`src/rtl/nes_joypad_port.sv`:
```
// NES controller-port serializer: per-player autofire, strobe-latched shift
// registers for $4016/$4017, optional Four Score multiplexing with signatures.

module nes_af_btn #(
  parameter int AF_HALF = 715_900,
  parameter int AF_W    = 20
) (
  input  logic clk,
  input  logic reset,
  input  logic btn,
  output logic phase
);
  localparam logic [AF_W-1:0] LAST = AF_W'(AF_HALF - 1);

  logic [AF_W-1:0] cnt;
  logic            held;

  // First held cycle only arms the phase; counting starts on the following one
  // so that each phase lasts exactly AF_HALF cycles.
  always_ff @(posedge clk or posedge reset) begin
    if (reset) begin
      cnt   <= '0;
      held  <= 1'b0;
      phase <= 1'b0;
    end else if (!btn) begin
      cnt   <= '0;
      held  <= 1'b0;
      phase <= 1'b0;
    end else if (!held) begin
      held  <= 1'b1;
      phase <= 1'b1;
    end else if (cnt == LAST) begin
      cnt   <= '0;
      phase <= ~phase;
    end else begin
      cnt   <= cnt + 1'b1;
    end
  end
endmodule

module nes_af_lane #(
  parameter int BTN_W    = 12,
  parameter int AF_HALF  = 715_900,
  parameter int AF_A_BIT = 8,
  parameter int AF_B_BIT = 9
) (
  input  logic             clk,
  input  logic             reset,
  input  logic [BTN_W-1:0] joy,
  output logic [7:0]       nes,
  output logic             active
);
  localparam int AF_W = (AF_HALF > 1) ? $clog2(AF_HALF) : 1;

  logic phase_a, phase_b;
  logic unused_bits;

  nes_af_btn #(.AF_HALF(AF_HALF), .AF_W(AF_W)) u_af_a (
    .clk(clk), .reset(reset), .btn(joy[AF_A_BIT]), .phase(phase_a)
  );
  nes_af_btn #(.AF_HALF(AF_HALF), .AF_W(AF_W)) u_af_b (
    .clk(clk), .reset(reset), .btn(joy[AF_B_BIT]), .phase(phase_b)
  );

  assign nes         = {joy[7:2], joy[1] | phase_b, joy[0] | phase_a};
  assign active      = phase_a | phase_b;
  assign unused_bits = ^joy;
endmodule

module nes_joypad_port #(
  parameter int NUM_PLAYERS = 2,
  parameter int BTN_W       = 12,
  parameter int AF_HALF     = 715_900,
  parameter int AF_A_BIT    = 8,
  parameter int AF_B_BIT    = 9
) (
  input  logic                         clk,
  input  logic                         reset,
  input  logic [NUM_PLAYERS*BTN_W-1:0] joy,
  input  logic                         fourscore_en,
  input  logic                         joypad_strobe,
  input  logic [1:0]                   joypad_clock,
  output logic                         joypad1_data,
  output logic                         joypad2_data,
  output logic [NUM_PLAYERS-1:0]       af_active
);
  localparam bit FS_OK = (NUM_PLAYERS == 4);

  logic [NUM_PLAYERS-1:0][7:0] nes;
  logic [7:0]  nes2, nes3;
  logic [23:0] sr1, sr2;
  logic [1:0]  last_clk, fall;
  logic        fs;

  for (genvar p = 0; p < NUM_PLAYERS; p++) begin : g_lane
    nes_af_lane #(
      .BTN_W(BTN_W), .AF_HALF(AF_HALF), .AF_A_BIT(AF_A_BIT), .AF_B_BIT(AF_B_BIT)
    ) u_lane (
      .clk(clk), .reset(reset), .joy(joy[p*BTN_W +: BTN_W]),
      .nes(nes[p]), .active(af_active[p])
    );
  end

  if (FS_OK) begin : g_fs
    assign nes2 = nes[2];
    assign nes3 = nes[3];
  end else begin : g_nofs
    assign nes2 = 8'h00;
    assign nes3 = 8'h00;
  end

  assign fs   = fourscore_en & FS_OK;
  assign fall = last_clk & ~joypad_clock;

  // Strobe is a level-sensitive parallel load and overrides any coincident shift.
  always_ff @(posedge clk or posedge reset) begin
    if (reset) begin
      sr1      <= 24'h0;
      sr2      <= 24'h0;
      last_clk <= 2'b00;
    end else begin
      last_clk <= joypad_clock;
      if (joypad_strobe) begin
        sr1 <= fs ? {8'h10, nes2, nes[0]} : {16'hFFFF, nes[0]};
        sr2 <= fs ? {8'h20, nes3, nes[1]} : {16'hFFFF, nes[1]};
      end else begin
        if (fall[0]) sr1 <= {1'b1, sr1[23:1]};
        if (fall[1]) sr2 <= {1'b1, sr2[23:1]};
      end
    end
  end

  assign joypad1_data = sr1[0];
  assign joypad2_data = sr2[0];
endmodule
```
`config.mk`:
```
export PLATFORM = sky130hd
export DESIGN_NAME = nes_joypad_port
export DESIGN_NICKNAME = d
export VERILOG_FILES = /design/src/rtl/nes_joypad_port.sv
export SDC_FILE = /design/constraint.sdc
export NUM_CORES = 1
export LEC_CHECK = 0
export ABC_AREA = 1
export BUFFER_PORTS_ARGS = -buffer_cell sky130_fd_sc_hd__buf_2
export CORE_UTILIZATION = 65
export CTS_BUF_LIST = sky130_fd_sc_hd__clkbuf_16
export CTS_CLUSTER_DIAMETER = 80
export DETAILED_ROUTE_END_ITERATION = 12
export PLACE_DENSITY = 0.9
export SYNTH_ARGS = -nofsm -noshare
export SYNTH_HDL_FRONTEND = slang
export SYNTH_SLANG_ARGS = --single-unit
```
`constraint.sdc`:
```
create_clock -name clk -period 11.36 [get_ports clk]
set_input_delay 0.568 -clock clk [delete_from_list [all_inputs] [get_ports clk]]
set_output_delay 0.568 -clock clk [all_outputs]
set_load 0.005 [all_outputs]
```
======== Word-level counts from Yosys, hierarchy flattened ========
Cells that the tools add are included.
cells by class
  bitwise operators ....................... 12
  multiplexer cells ....................... 32
  eq/ne operators ......................... 12
  reduce and logical (&&, ||, !) cells .... 2
  $add $sub $neg .......................... 4
operator list
  kind                   number
  $mux 20                12
  $mux 24                4
  $add 20x1->20 const B  4
  $eq 20x20->1 const B   4
  $mux 1                 16
  $ne 3x2->1 const B     4
  $ne 2x1->1 const B     4
  $or 1x1->1             6
  $not 1->1              4
  $reduce_bool 2->1      2
  $and 2x2->2            1
  $not 2->2              1
storage, ports and cells
  bits in registers ....................... 138
  logic and storage cells ................. 77
  output and inout port bits .............. 4

======== Logic depth before layout (Yosys ltp) ========
  word-level depth ........................ 4
  mapped depth ............................ 9
  mapped depth without buffers ............ 9

======== Modules after synthesis ========
From an unflattened synthesis, not the netlist that was laid out.
second synthesis, totals
  cells, all modules ...................... 1131
  area total of the unflattened synthesis .. 8127.8 sq um
by module, submodules not included
  module           cells an instance  area an instance (sq um)  instances
  nes_af_btn       203                1398.8                    4
  nes_joypad_port  293                2389.8                    1
  nes_af_lane      13                 71.3                      2

======== Worst setup path before layout ========
Ideal clock, no wire load.
  kind .................................... input port to flip-flop
  start ................................... input joypad_strobe
  end ..................................... register sr1[10]
  stages on the path ...................... 4
  slack ................................... 9.908 ns
  path buffers ............................ 2
  arrival time ............................ 1.306 ns
  cells stage by stage .................... buf_2 > nor2_1 > buf_2 > a22oi_1
on the way
  cells in the longest elaborated chain, start to end .. 1
  elaborated cells on any way between the ends .. 2
RTL lines
  what                                                 line  RTL
  start: declaration                                   81    input logic joypad_strobe,
  $mux 24 / $reduce_bool 2->1 (equally long branches)  --
  end signal: assignment                               124   sr1 <= fs ? {8'h10, nes2, nes[0]} : {16'hFFFF, nes[0]};
  end signal: assignment                               127   if (fall[0]) sr1 <= {1'b1, sr1[23:1]};
  end: declaration                                     91    logic [23:0] sr1, sr2;
Several ways; a longest one is shown, not always the timed one.
A chain may end at the register's enable or synchronous reset.

======== Worst setup path after layout ========
  start ................................... input joypad_clock[0]
  end ..................................... register sr1[4]
on the way
  cells in the longest elaborated chain, start to end .. 3
RTL lines
  what                         line  RTL
  start: declaration           82    input logic [1:0] joypad_clock,
  $not 2->2                    113   assign fall = last_clk & ~joypad_clock;
  $and 2x2->2                  113
  $reduce_bool 2->1 (no line)  --
No other way between the ends.

==> out/metrics.csv <==
metric,value,unit
fillers,732,
Slew @ Worst Pin,1.01,ns
HPWL Detailed,10300,microns
largest net degree at the start of global routing,72,
type of the worst setup path,in -> reg,
Num CTS Buffers,17,
Port Buf Inserts,28,
Final Setup Violations,0,
Hold Fails Final Rpt,0,
initial antenna violation count,0,
Post-Synth Adder-Cell Area,1.35,%
Synth Area in Compound Gates,11.6,%
final setup TNS,0,ns
CTS Sinks,138,
Post-Synth XOR/XNOR Area,5.20,%
Critical Path AT,2.19,ns
CP max stage delay,0.75,ns
Pins Over Slew Limit,0,
final design utilization,74.9,%
first-pass GRT wire length,26500,microns
Final nets,991,
clk slew on worst S/H paths,0.06,ns
Mapped Area,7410,sq um
Cells after Synth,921,
routed via count,6269,
Most Frequent Cell on Critical Path,inv_1,
worst-path cell chain,"buf_2, inv_1, nand2_1, nor2_1, inv_1, o221ai_1",
fraction of registers with async set or reset after synthesis,100,%
DRC violations left,0,
layout cells sized above 1,11.8,%
Post-CTS Resized,0,
syn nets,959,
final wirelength,16000,microns
FF-to-FF End,sr1[4]$_DFFE_PP0P_,
ys flop type,dfrtp_1,
Achievable Freq,0.539,GHz
number of max-cap violations,0,
largest family of logic cells by synthesized area,simple AND/OR/NAND/NOR gates,
vias in the first global route,5940,
fin crit share,16.3,%
CP max FO,16,
YS warnings,0,
Syn Area/Cell,8.04,sq um
slowest CP cell,nor2_1,
sequential share of the synthesized area,46.6,%
status,completed,
CP endpoint,sr1[4]$_DFFE_PP0P_,
H-tree depth,4,
met3 Use GR,7.17,%
DIE WIDTH,109,microns
CTS tree,built,
gr ovfl total,0,
relative slew slack,32.7,%
leak pwr,0.00374,uW
Crit. Startpoint,joypad_clock[0],
Tmin final,1.85,ns
I/O pins,34,
Initial DRT Pass Iterations,5,
Synth cell types,36,
crit end category,flip-flop,
GR Layer Usage met1,36.2,%
data required time of the worst path,11.70,ns
GR Layer Usage met2,47.0,%
clock skew,0.00636,ns
Total Routing Usage GR,28.9,%
Antenna Nets Post-Route,0,
mux cell area share after synthesis,0,%
vias per cell,5.67,
Final Wtd Congestion,0.894,
row count,38,
ant diodes,0,
routed length per instance,14.4,microns
CTS max path bufs,2,
postcts setup bufs,0,
Hold Path Class,in -> async,
CTS Hold Buffers Added,0,
r2r startpoint,last_clk[0]$_DFF_PP0_,
Post-synth EDFFs,0,
gr busiest metal,met2,
Pwr Density,138,nW/um^2
post-synthesis simple-gate area fraction,26.5,%
"most common cell after layout, fill and taps aside",nand2_1,
Max VDD drop,0.194,mV
most frequent cells in the layout,"241 x nand2_1, 138 x dfrtp_1, 134 x inv_1, 75 x nor2_1, 70 x nand3_1",
Starting Density,67.4,%
RSZ-0062 raised after global routing,false,
CP Launch Type,input pin,
reg2reg path depth,4,
Core Area,11000,sq um
CTS Root Buffer Type,clkbuf_16,
die area,11800,sq um
initial drt markers,566,
flop-to-flop setup slack,9.52,ns
Worst-Skew Late Latency,0.43,ns
chip height,109,microns
Layout area overhead,11.0,%
Seq cells post-synth,138,
[per-stage QoR]
stage	area [sq um]	hold slack [ns]	std cells	worst slack, ns	total power, uW
2_1_floorplan	7410	0.423	921	7.10	561
3_3_place_gp	7620	0.439	1074	9.19	576
3_5_place_dp	7620	0.448	1074	9.11	578
4_1_cts	8220	0.240	1106	9.51	1140
5_1_grt	8220	0.275	1106	9.30	1170
6_report	8220	0.228	1106	9.51	1140
[metal layers]
layer	share of wire (%)	wire length, microns
met1	44	6970
met2	48	7670
met3	5.5	870
met4	2.8	450
met5	0	0
[power by group]
part / internal (uW) / switching (uW)
logic: 16.3 / 42.7
clock network: 345 / 222
registers: 503 / 8.39
[sequential cells by signal, indices dropped and copies added (netlist names)]
signal / cells
sr2: 24
sr1: 24
g_lane.u_lane.u_af_b.held: 2
g_lane.u_lane.u_af_b.cnt: 40
g_lane.u_lane.u_af_a.held: 2
g_lane.u_lane.u_af_a.phase: 2
last_clk: 2
g_lane.u_lane.u_af_b.phase: 2
g_lane.u_lane.u_af_a.cnt: 40
[worst min-delay path by stage]
stage / startpoint / to / slack [ns]
global route: joypad_clock[1] / last_clk[1]$_DFF_PP0_ / 0.27
global placement: sr1[23]$_DFFE_PP0P_ / sr1[23]$_DFFE_PP0P_ / 0.44
finish: reset / sr1[6]$_DFFE_PP0P_ / 0.23
floorplan: sr1[23]$_DFFE_PP0P_ / sr1[23]$_DFFE_PP0P_ / 0.42
CTS: reset / sr1[6]$_DFFE_PP0P_ / 0.24
detailed placement: sr1[23]$_DFFE_PP0P_ / sr1[23]$_DFFE_PP0P_ / 0.45
[cell type report]
cell class                      instances  area, sq um  share of cell area, %
Timing Repair Buffer                   30          155                   1.89
Tap cell                              140          175                   2.13
Multi-Input combinational cell        627         3310                   40.3
Clock inverter                         15          175                   2.13
Sequential cell                       138         3450                   42.0
Inverter                              139          527                   6.41
Clock buffer                           17          425                   5.17
[cells by family (layout without fill, tap and decap cells)]
family | after synthesis | count (layout)
AND/OR/NAND/NOR | 446 | 446
buffers and inverters | 156 | 201
flip-flops | 138 | 138
AO/OA/AOI/OAI | 129 | 129
XOR/XNOR | 44 | 44
adder cells (fa/ha/maj) | 8 | 8
[Yosys cell counts, types with 11 or more instances]
master	number	area, sq um
a21oi_1	12	60.1
a22oi_1	29	218
dfrtp_1	138	3450
inv_1	134	503
nand2_1	241	905
nand3_1	70	350
nand4_1	17	106
nor2_1	75	282
nor2_2	13	81.3
o21ai_0	22	110
o21ai_1	19	95.1
o21ai_2	11	96.3
o221ai_1	13	114
o22ai_1	12	75.1
xor2_1	38	333
[critical path: cells and delay by family]
family | cells | cell delay (ns)
buffers and inverters | 3 | 0.51
AND/OR/NAND/NOR | 2 | 0.85
AO/OA/AOI/OAI | 1 | 0.26
No activity file was read; power rests on OpenSTA's default activity.
